$ cat src/rtl/mips_pkg.sv
// Shared types and constants for the MIPS fetch/decode front end.
package mips_pkg;

    // Bubble word: sll $0,$0,0
    localparam logic [31:0] NOP_WORD = 32'h0000_0000;

    // FETCH: request outstanding or issuing. HELD: a word was accepted under stall and is parked.
    typedef enum logic {
        FETCH = 1'b0,
        HELD  = 1'b1
    } fetch_state_t;

    // IF/ID pipeline register contents
    typedef struct packed {
        logic [31:0] instruction;
        logic [31:0] pc4;
        logic        valid;
    } if_id_t;

endpackage

$ cat src/rtl/pc_next_mux.sv
// Next-PC selection for the fetch stage. A live redirect from decode wins over
// a redirect parked while memory was busy, which in turn wins over PC+4.
module pc_next_mux (
    input  logic [31:0] pc,
    input  logic        branch_taken,
    input  logic [31:0] pc_branch,
    input  logic        jump,
    input  logic [31:0] pc_jump,
    input  logic        redirect_pend,
    input  logic [31:0] pend_target,
    output logic        redirect,
    output logic [31:0] target,
    output logic [31:0] pc4,
    output logic [31:0] pc_next
);

    assign redirect = jump | branch_taken;
    assign target   = jump ? pc_jump : pc_branch;
    assign pc4      = pc + 32'd4;   // wraps naturally at 2^32

    // Priority: live redirect, then pending redirect, then sequential
    always_comb begin
        pc_next = pc4;
        if (redirect)           pc_next = target;
        else if (redirect_pend) pc_next = pend_target;
    end

endmodule

$ cat src/rtl/fetch_unit.sv
// MIPS instruction fetch stage with IF/ID register. Owns the PC, talks to
// instruction memory over req/ready, and applies stalls, redirects and flushes.
module fetch_unit
    import mips_pkg::*;
#(
    parameter logic [31:0] RESET_PC = 32'h0000_0000,
    parameter logic [31:0] NOP_WORD = mips_pkg::NOP_WORD
) (
    input  logic        clk,
    input  logic        reset,
    output logic        imem_req,
    output logic [31:0] imem_addr,
    input  logic        imem_ready,
    input  logic [31:0] imem_rdata,
    input  logic        stall_in,
    input  logic        branch_taken_in,
    input  logic [31:0] pc_branch_in,
    input  logic        jump_in,
    input  logic [31:0] pc_jump_in,
    input  logic        if_flush_in,
    output logic [31:0] instruction_out,
    output logic [31:0] pc4_out,
    output logic        valid_out
);

    fetch_state_t state;
    logic [31:0]  pc;
    logic         redirect_pend;
    logic [31:0]  pend_target;
    logic [31:0]  hold_word;
    if_id_t       if_id;

    logic         redirect;
    logic [31:0]  target;
    logic [31:0]  pc4;
    logic [31:0]  pc_next;

    pc_next_mux u_pc_next_mux (
        .pc            (pc),
        .branch_taken  (branch_taken_in),
        .pc_branch     (pc_branch_in),
        .jump          (jump_in),
        .pc_jump       (pc_jump_in),
        .redirect_pend (redirect_pend),
        .pend_target   (pend_target),
        .redirect      (redirect),
        .target        (target),
        .pc4           (pc4),
        .pc_next       (pc_next)
    );

    // A stall masks decode's redirect/flush; decode re-presents them later.
    logic redir_eff, flush_eff, squash, advance;
    logic [31:0] word;

    assign redir_eff = redirect & ~stall_in;
    assign flush_eff = if_flush_in & ~stall_in;
    // Any of these means the word being handed over must not reach decode.
    assign squash    = redir_eff | redirect_pend | flush_eff;
    // A word is ready to move into IF/ID: fresh from memory or parked in HELD.
    assign advance   = ~stall_in & ((state == HELD) | imem_ready);
    assign word      = (state == HELD) ? hold_word : imem_rdata;

    // Request is held low while reset is asserted and in HELD.
    assign imem_req        = (state == FETCH) & ~reset;
    assign imem_addr       = pc;
    assign instruction_out = if_id.instruction;
    assign pc4_out         = if_id.pc4;
    assign valid_out       = if_id.valid;

    // Fetch FSM, PC, pending redirect, parked word and IF/ID register.
    always_ff @(posedge clk or posedge reset) begin
        if (reset) begin
            state         <= FETCH;
            pc            <= RESET_PC;
            redirect_pend <= 1'b0;
            pend_target   <= '0;
            hold_word     <= '0;
            if_id         <= '{instruction: NOP_WORD, pc4: 32'h0, valid: 1'b0};
        end else if (advance) begin
            // Word delivered (or squashed); PC moves on.
            pc            <= pc_next;
            redirect_pend <= 1'b0;
            state         <= FETCH;
            if (squash) if_id <= '{instruction: NOP_WORD, pc4: pc4, valid: 1'b0};
            else        if_id <= '{instruction: word,     pc4: pc4, valid: 1'b1};
        end else if (state == FETCH && imem_ready) begin
            // Transfer completed under stall: park the word, keep PC.
            hold_word <= imem_rdata;
            state     <= HELD;
        end else if (state == FETCH && !stall_in) begin
            // Memory busy: address must stay put, so remember where to go
            // and mark the in-flight word for discard.
            if_id <= '{instruction: NOP_WORD, pc4: pc4, valid: 1'b0};
            if (redir_eff) begin
                redirect_pend <= 1'b1;
                pend_target   <= target;
            end else if (flush_eff && !redirect_pend) begin
                redirect_pend <= 1'b1;
                pend_target   <= pc4;
            end
        end
    end

endmodule
$ cat config.mk
export PLATFORM = sky130hd
export DESIGN_NAME = fetch_unit
export DESIGN_NICKNAME = d
export VERILOG_FILES = /design/src/rtl/mips_pkg.sv /design/src/rtl/pc_next_mux.sv /design/src/rtl/fetch_unit.sv
export SDC_FILE = /design/constraint.sdc
export NUM_CORES = 1
export LEC_CHECK = 0
export BUFFER_PORTS_ARGS = -buffer_cell sky130_fd_sc_hd__clkbuf_2
export CELL_PAD_IN_SITES_DETAIL_PLACEMENT = 0
export CELL_PAD_IN_SITES_GLOBAL_PLACEMENT = 1
export CORE_ASPECT_RATIO = 1.75
export CORE_MARGIN = 2
export CORE_UTILIZATION = 37
export DETAILED_ROUTE_END_ITERATION = 8
export MAX_ROUTING_LAYER = met4
export PLACE_DENSITY = 0.8
export RECOVER_POWER = 25
export SYNTH_ARGS = -nofsm -noshare
export SYNTH_HDL_FRONTEND = slang
export SYNTH_SLANG_ARGS = --single-unit
$ cat constraint.sdc
create_clock -name clk -period 5.3 [get_ports clk]
set_clock_uncertainty 0.15 [all_clocks]
set_input_delay 0.795 -clock clk [delete_from_list [all_inputs] [get_ports clk]]
set_output_delay 0.795 -clock clk [all_outputs]
set_load 0.005 [all_outputs]
==> results of run 1 <==
==> routing by layer <==
metal	vias to the layer above	routed length [um]	track usage (%)
met5	-	0	-
met4	0	592	7.75
met3	31	834	2.71
met2	226	13100	36.9
met1	3455	9850	23.8
li1	3361	-	-
==> worst max-delay path, delay by kind of cell, from the launching register on <==
| kind | cells | cell delay [ps] |
|---|---|---|
| buffers and inverters | 1 | 300 |
| AO/OA/AOI/OAI | 1 | 240 |
| flip-flops | 1 | 380 |
| AND/OR/NAND/NOR | 3 | 1740 |
==> synthesized netlist by cell type, drive strengths merged (5+ instances only) <==
library cell    n  share of area [%]
dfrtp         163                 48
nand4          13                1.0
a21oi          67                4.0
nor4            8                1.1
nand2b          5               0.37
a31oi          10               0.74
mux2i          72                8.6
a221o           8               0.95
nand3          16                1.2
nor3           14               0.83
nand2          94                4.2
mux2           59                7.9
xnor2          13                1.4
xor2           15                1.6
nor2           43                1.9
clkbuf         44                2.0
o21ai         110                6.6
buf            17                1.1
inv            18               0.80
==> worst paths after layout <==
kind                            startpoint                 end  depth (start not counted)
setup / recovery                     state  instruction_out[9]                          5
hold reg to reg            pend_target[11]     pend_target[11]                          2
hold / removal             pend_target[11]     pend_target[11]                          2
setup reg to reg                     state  instruction_out[9]                          5
max in group asynchronous            reset               state                          3
min in group asynchronous            reset  instruction_out[3]                          3
==> cell families after synthesis <==
logic type | count (synthesis) | synth area share, %
AND/OR/NAND/NOR | 217 | 12.9
flip-flops | 163 | 48.5
adder cells (fa/ha/maj) | 1 | 0.149
multiplexers | 131 | 16.5
AO/OA/AOI/OAI | 226 | 15.2
XOR/XNOR | 28 | 2.91
buffers and inverters | 79 | 3.89
==> metrics by stage <==
stage	cells	total power (uW)	util, %	area [um^2]	hold WS [ps]
global route	1328	3960	45.6	10300	351
floorplan	845	2100	-	8420	283
detailed placement	1296	2440	42.8	9650	306
finish	1328	3780	45.6	10300	321
global placement	1296	2420	42.8	9650	299
CTS	1328	3810	45.6	10300	322
==> cell usage in the layout (no fill, tap or decap), types with 3 or more instances in the layout <==
| cell type | instances |
|---|---|
| bufinv_16 | 4 |
| xnor2_1 | 13 |
| xor2_1 | 15 |
| inv_1 | 17 |
| o21ai_0 | 102 |
| nor2b_1 | 4 |
| mux2_2 | 59 |
| nand4_1 | 12 |
| clkbuf_16 | 17 |
| o2bb2ai_1 | 4 |
| nor4_4 | 3 |
| nand2b_1 | 5 |
| clkbuf_2 | 198 |
| o211ai_1 | 3 |
| nor3_1 | 14 |
| nor4_1 | 5 |
| inv_6 | 5 |
| dfrtp_1 | 162 |
| or3_1 | 3 |
| o31a_1 | 4 |
| a22oi_1 | 4 |
| o22ai_1 | 4 |
| a31oi_1 | 10 |
| buf_4 | 12 |
| o21ai_1 | 7 |
| a21oi_1 | 67 |
| nor2_1 | 41 |
| mux2i_1 | 72 |
| nand3_1 | 14 |
| a221o_1 | 8 |
| nand2_1 | 94 |
==> where the power goes <==
| group | switching, uW | internal, uW | leakage, uW |
|---|---|---|---|
| Clock | 567 | 804 | 0.000309 |
| Sequential | 192 | 1470 | 0.00202 |
| Combinational | 397 | 354 | 0.00249 |
==> registers in the layout, summed over array words and instances (netlist names) <==
name,cells
redirect_pend,1
imem_addr,32
hold_word,32
pc4_out,32
pend_target,32
valid_out,1
instruction_out,32
state,1
==> final cells by class <==
cell class	count	share of cell area, %
repair buffers	212	10.7
multi-input cells	603	39.1
inverters	18	0.669
clock buffers	17	4.13
clock inverters	15	2.09
well taps	300	3.65
flip-flops and latches	163	39.7
==> run metrics, run 1 <==
status=completed; largest net degree at the start of global routing=~160; GRT overflow=0; Max transition margin=a little under a third; area of the mapped netlist=8420 um^2; Slew Limit Fails=0; cts repair resizes=0; RSZ-0062 raised after global routing=no; Hold Buf Count CTS=0; Setup WS pre-CTS=1910 ps; post-synthesis sequential area ratio=48.5%; Iteration-0 DRC Markers=507; WL final=between 20000 and 25000 um; register area=4080 um^2; Row Count=73; top_reg_cell synth=dfrtp_1; CTS Buf Count=17; Worst path slowest cell=or3_1; Layout Nets=1119; initial antenna violation count=0; Synth Warn #=0; clock root buffer=clkbuf_16; Via-to-Cell Ratio=~5.3; fraction of layout instances using a drive strength above 1=30.9%; Initial Util=37.3%; CP Cell Sequence=buf_4 -> nor2_1 -> or2_2 -> or3_1 -> o21ai_0; DP Wirelength=17200 um; Pre-antenna DRT Iters=5; die area=roughly 24000 um^2; vias in the first global route=between 6000 and 7000; pwr dens=367 nW/um^2; DRT antenna net count=0; Avg Cell Area, Syn=9.96 um^2; Setup CP Type=reg2reg; Cells after Synth=between 800 and 900; antenna cell count=0; CP Capture Type=flip-flop; Period minus WS final=3010 ps; critical path peak fanout=36; Hold Vio Cnt, Final=0; area grow syn2layout=22.3%; Skew-Pair Late Insertion Delay=440 ps; WL/cell=18.3 um; slew at the pin closest to its max-slew limit=1020 ps; maximum clock frequency=0.333 GHz; CTS tree=done; max cap viols=0; Die H=204 um; I/O Buffers=200; FILL cells=2235; Ports=~200; Startpoint Class=flip-flop; CTS H-Tree Depth=4; TritonCTS sink count=approximately 160; crit path DAT=3110 ps; final worst path period share=56.7%; critical path's largest stage delay=880 ps; Peak VDD IR=0.000213 V; core area=approximately 23000 um^2; Reg2Reg Setup Slack=roughly 2300 ps; multi-input logic area=approximately 4000 um^2; CTS Buffer Depth=2; Die W=about 120 um; Worst Path Required=5400 ps; register bit count reported by yosys=163; Setup TNS=0 ps; number of synthesized flops with an enable pin=0; Post-CTS Setup Inserts=0; Post-route DRC=0; CTS clk-pin slew, worst paths=80 ps; worst min path class=reg2reg; final setup fails=0; Setup WS post-layout=2290 ps; leakage=0.00482 uW; net count after synthesis=949; vias post-DR=7073; Yosys cell types=57; first-pass GRT wire length=37600 um; Final GP Congestion=0.815; GR Util All Layers=20.7%; Synth async-reset ratio=100%
Note: power is estimated with default switching activity, not from simulation.
==> run 2: changes to the inputs <==
--- a/config.mk
+++ b/config.mk
@@ -10,10 +10,10 @@
 export CELL_PAD_IN_SITES_GLOBAL_PLACEMENT = 1
 export CORE_ASPECT_RATIO = 1.75
 export CORE_MARGIN = 2
-export CORE_UTILIZATION = 37
+export CORE_UTILIZATION = 41
 export DETAILED_ROUTE_END_ITERATION = 8
 export MAX_ROUTING_LAYER = met4
-export PLACE_DENSITY = 0.8
+export PLACE_DENSITY = 0.84
 export RECOVER_POWER = 25
 export SYNTH_ARGS = -nofsm -noshare
 export SYNTH_HDL_FRONTEND = slang
==> constraint.sdc (replaced) <==
create_clock -name clk -period 3.1 [get_ports clk]
set_clock_uncertainty 0.15 [all_clocks]
set_input_delay 0.465 -clock clk [delete_from_list [all_inputs] [get_ports clk]]
set_output_delay 0.465 -clock clk [all_outputs]
set_load 0.005 [all_outputs]
==> run metrics, run 2 (synthesis results as in run 1) <==
Die W=112 um; Peak VDD IR=0.000349 V; DP Wirelength=17100 um; Area after DPL=~10000 um^2; critical path peak fanout=12; area grow syn2layout=22.6%; die area=21700 um^2; Startpoint Class=flip-flop; first-pass GRT wire length=37700 um; TritonCTS sink count=163; CP Capture Type=flip-flop; WL/cell=around 18 um; RR Endpoint=pend_target[24]; status=finished with violations; GRT overflow=0; Slew Limit Fails=33; Layout Nets=1131; Worst Reg-to-Reg Cells=5; Layout Utilization=51.1%; critical path's largest stage delay=560 ps; maximum clock frequency=0.389 GHz; Worst path slowest cell=or3_4; hold depth=2; WL final=23600 um; leakage=0.00489 uW; initial antenna violation count=1; Hold Vio Cnt, Final=0; Max transition margin=-11.9%; fraction of layout instances using a drive strength above 1=approximately a third; core area=20200 um^2; hold_sp=imem_rdata[21]; Ports=201; Critical R2R Launch=imem_addr[6]; Final Cell Area=10300 um^2; Worst Path Buf+Inv=0; Skew-Pair Late Insertion Delay=~430 ps; violated checks=max-capacitance violations, max-slew violations; CTS Buf Count=17; Period minus WS final=2570 ps; Setup WS pre-CTS=495 ps; final worst path period share=83.0%; Via-to-Cell Ratio=roughly 5.5; Setup CP Type=reg2reg; slew at the pin closest to its max-slew limit=1670 ps; largest net degree at the start of global routing=50; final setup fails=0; commonest non-fill, non-tap cells in the layout=199 x clkbuf_2, 162 x dfrtp_1, 102 x o21ai_0; Setup WS post-layout=526 ps; crit path DAT=2730 ps; Final GP Congestion=around 0.85; Post-CTS Setup Inserts=0; GR Util All Layers=between 20% and 30%; CP delay by family, top=simple AND/OR/NAND/NOR gates; Hold Path Sink=hold_word[21]; CTS H-Tree Depth=4; CTS tree=done; Worst Path Required=3260 ps; CTS clk-pin slew, worst paths=70 ps; Pre-antenna DRT Iters=4; DRT antenna net count=0; Setup TNS=0 ps; Min Hold Slack=139 ps; most common cell after layout, fill and taps aside=clkbuf_2; I/O Buffers=200; CP Cell Sequence=nand4_1 -> or3_4 -> nor4_4 -> xor2_1 -> a221o_1; Hold Buf Count CTS=0; clock root buffer=clkbuf_16; vias in the first global route=7061; pwr dens=614 nW/um^2; Row Count=roughly 70; max cap viols=1; Reg2Reg Setup Slack=530 ps; vias post-DR=around 7100; Post-route DRC=0; worst min path class=in2reg; CTS Buffer Depth=2; Initial Util=between 40% and 50%; cts repair resizes=0; RSZ-0062 raised after global routing=no; Iteration-0 DRC Markers=521; Die H=194 um
## run 2: changes by cell type in the layout (fill, tap and decap cells not counted)
cell / previous run / this run
buf_12: 1 / 4
buf_4: 12 / 20
bufinv_16: 4 / 2
clkbuf_2: 198 / 199
clkinv_4: 1 / 0
clkinv_8: 0 / 1
clkinvlp_4: 2 / 0
diode_2: 0 / 1
inv_6: 5 / 8
inv_8: 2 / 3
## run 2: layout make-up
cell class | count | area, um^2
clock inverter | 15 | 185
tap | 248 | 310
antenna | 1 | 2.50
inverter | 18 | 68.8
multi-input combinational | 603 | 4020
timing repair buffer | 224 | 1230
fill | 1909 | 9880
sequential | 163 | 4080
clock buffer | 17 | 425
## run 2: report_power, final
group	leakage [uW]	internal [uW]	switching [uW]	total [uW]
clock	0.000303	1230	983	2210
combinational	0.00256	621	672	1290
sequential	0.00202	2510	322	2830
## run 2: how the worst max path moves through the flow
| stage | start | end | slack, ps | cells past startpoint |
|---|---|---|---|---|
| 2_1_floorplan | reset | hold_word[0] | 410 | 1 |
| 3_3_place_gp | imem_addr[6] | pend_target[24] | 520 | 5 |
| 3_5_place_dp | branch_taken_in | pend_target[27] | 490 | 6 |
| 4_1_cts | imem_addr[6] | pend_target[24] | 490 | 5 |
| 5_1_grt | imem_addr[6] | pend_target[19] | 340 | 5 |
| 6_report | imem_addr[6] | pend_target[24] | 530 | 5 |
## run 2: stage by stage
stage | cells | power [uW]
3_3_place_gp | 1256 | 4150
4_1_cts | 1288 | 6420
6_report | 1289 | 6340
2_1_floorplan | 845 | 3600
3_5_place_dp | 1256 | 4180
5_1_grt | 1289 | 6680
## run 2: metal layers
metal  part of all wire [%]  global-route usage (%)  up-vias
met2                     54                    39.1      201
met1                     40                    25.8     3452
met5                      0                       -        -
met3                    4.3                    3.38       36
met4                    2.4                    8.31        0
li1                       -                       -     3380
==> run 3: changes to the inputs <==
--- a/config.mk
+++ b/config.mk
@@ -10,10 +10,10 @@
 export CELL_PAD_IN_SITES_GLOBAL_PLACEMENT = 1
 export CORE_ASPECT_RATIO = 1.75
 export CORE_MARGIN = 2
-export CORE_UTILIZATION = 41
+export CORE_UTILIZATION = 37
 export DETAILED_ROUTE_END_ITERATION = 8
 export MAX_ROUTING_LAYER = met4
-export PLACE_DENSITY = 0.84
+export PLACE_DENSITY = 0.8
 export RECOVER_POWER = 25
 export SYNTH_ARGS = -nofsm -noshare
 export SYNTH_HDL_FRONTEND = slang
==> constraint.sdc (replaced) <==
create_clock -name clk -period 2.2 [get_ports clk]
set_clock_uncertainty 0.15 [all_clocks]
set_input_delay 0.33 -clock clk [delete_from_list [all_inputs] [get_ports clk]]
set_output_delay 0.33 -clock clk [all_outputs]
set_load 0.005 [all_outputs]
==> run metrics, run 3 (synthesis results as in run 1) <==
Worst Reg-to-Reg Cells=6; CTS Buf Count=17; Layout Nets=1205; Setup WS pre-CTS=-17.8 ps; Ports=201; most common cell after layout, fill and taps aside=clkbuf_2; M2 GR Usage=38.3%; Via-to-Cell Ratio=5.19; Die H=204 um; Pre-antenna DRT Iters=5; antenna cell count=0; max cap viols=0; Most Used Layer, Global Route=met2; status=completed; GR Layer Usage met1=25.0%; core area=22600 um^2; Slew Limit Fails=0; vias in the first global route=around 7300; DRT antenna net count=0; commonest non-fill, non-tap cells in the layout=198 x clkbuf_2, 162 x dfrtp_1, 102 x o21ai_0; critical path peak fanout=3; Row Count=73; Setup CP Type=reg2reg; fraction of layout instances using a drive strength above 1=~33%; Pwr Total=9020 uW; placed cells=1347; final worst path period share=96.4%; Skew-Pair Late Insertion Delay=roughly 450 ps; CTS clk-pin slew, worst paths=approximately 60 ps; Initial Util=between 30% and 40%; Setup TNS=0 ps; FILL cells=~2200; Worst Path Buf+Inv=0; WL/cell=roughly 18 um; non-filler cells, final=1414; GRT overflow=0; Die W=118 um; final setup fails=0; Final GP Congestion=between 0.8 and 0.9; Worst path slowest cell=or3_4; CTS H-Tree Depth=4; Max transition margin=about 21%; CTS Buffer Depth=2; initial antenna violation count=0; vias post-DR=7341; I/O Buffers=200; crit path DAT=about 2300 ps; WL final=25000 um; CTS tree=done; leakage=0.00521 uW; TritonCTS sink count=163; Layout Utilization=49.0%; Iteration-0 DRC Markers=347; area grow syn2layout=31.2%; Period minus WS final=2120 ps; Crit path depth=6; pwr dens=817 nW/um^2; critical path's largest stage delay=430 ps; Setup WS post-layout=just under 80 ps; die area=~24000 um^2; clock root buffer=clkbuf_16; largest net degree at the start of global routing=95; CP Cell Sequence=ha_4 -> nand3_4 -> or3_4 -> nor4_4 -> xor2_1 -> a221o_1; Peak VDD IR=0.000551 V; slew at the pin closest to its max-slew limit=~1200 ps; Post-route DRC=0; maximum clock frequency=0.472 GHz; RSZ-0062 raised after global routing=yes; CP delay by family, top=simple AND/OR/NAND/NOR gates; CP Capture Type=flip-flop; GR Util All Layers=22.1%; routing usage on met3=3.83%; Hold Vio Cnt, Final=0; hold depth=3; first-pass GRT wire length=40000 um; DP Wirelength=18200 um; Worst Path Required=approximately 2400 ps; worst min path class=in2reg; Startpoint Class=flip-flop
-- run 3: final timing paths --
kind                                  from               to  slack (ps)
setup / recovery              imem_addr[2]  pend_target[26]          80
hold / removal                  imem_ready            state          60
setup reg to reg              imem_addr[2]  pend_target[26]          80
hold reg to reg            pend_target[15]  pend_target[15]         320
max in group asynchronous            reset     hold_word[8]         410
min in group asynchronous            reset     hold_word[6]         470
-- run 3: tightest hold or removal path: stages --
cell and delay (ps):
clkbuf_2 100, nor2_1 70, nor2b_1 100
-- run 3: through the flow --
step	hold slack, ps	instance area, um^2
after floorplan	283	8420
after global placement	295	10100
after detailed placement	311	10100
after CTS	39.0	11000
after global routing	77.1	11000
final	57.8	11000
-- run 3: metal layers --
layer,vias up,routed length (um),share of wire (%)
met1,3544,9960,40
met4,0,820,3.3
met5,-,0,0
met3,47,990,4.0
li1,3538,-,-
met2,212,13200,53
-- run 3: area by class of cell --
class	count	area [um^2]	area share, %
clock buffer	20	457	4.14
clock inverter	12	131	1.19
inverter	18	68.8	0.623
multi-input combinational	603	4040	36.6
sequential	163	4080	36.9
tap	300	375	3.40
timing repair buffer	298	1890	17.2
-- run 3: what timing repair did --
item | in CTS | in global routing
hold endpoints to repair | 148 | 0
cloned | 0 | 0
buffers inserted | 0 | 1
pin swaps | 2 | 4
gates resized for setup | 0 | 2
endpoints found under the setup margin | 2 | 4
hold buffers | 34 | 0
-- run 3: report_power, final --
group	internal, uW	switching [uW]	total, uW
Clock	1730	1280	3010
Sequential	3540	375	3910
Combinational	1030	1080	2110
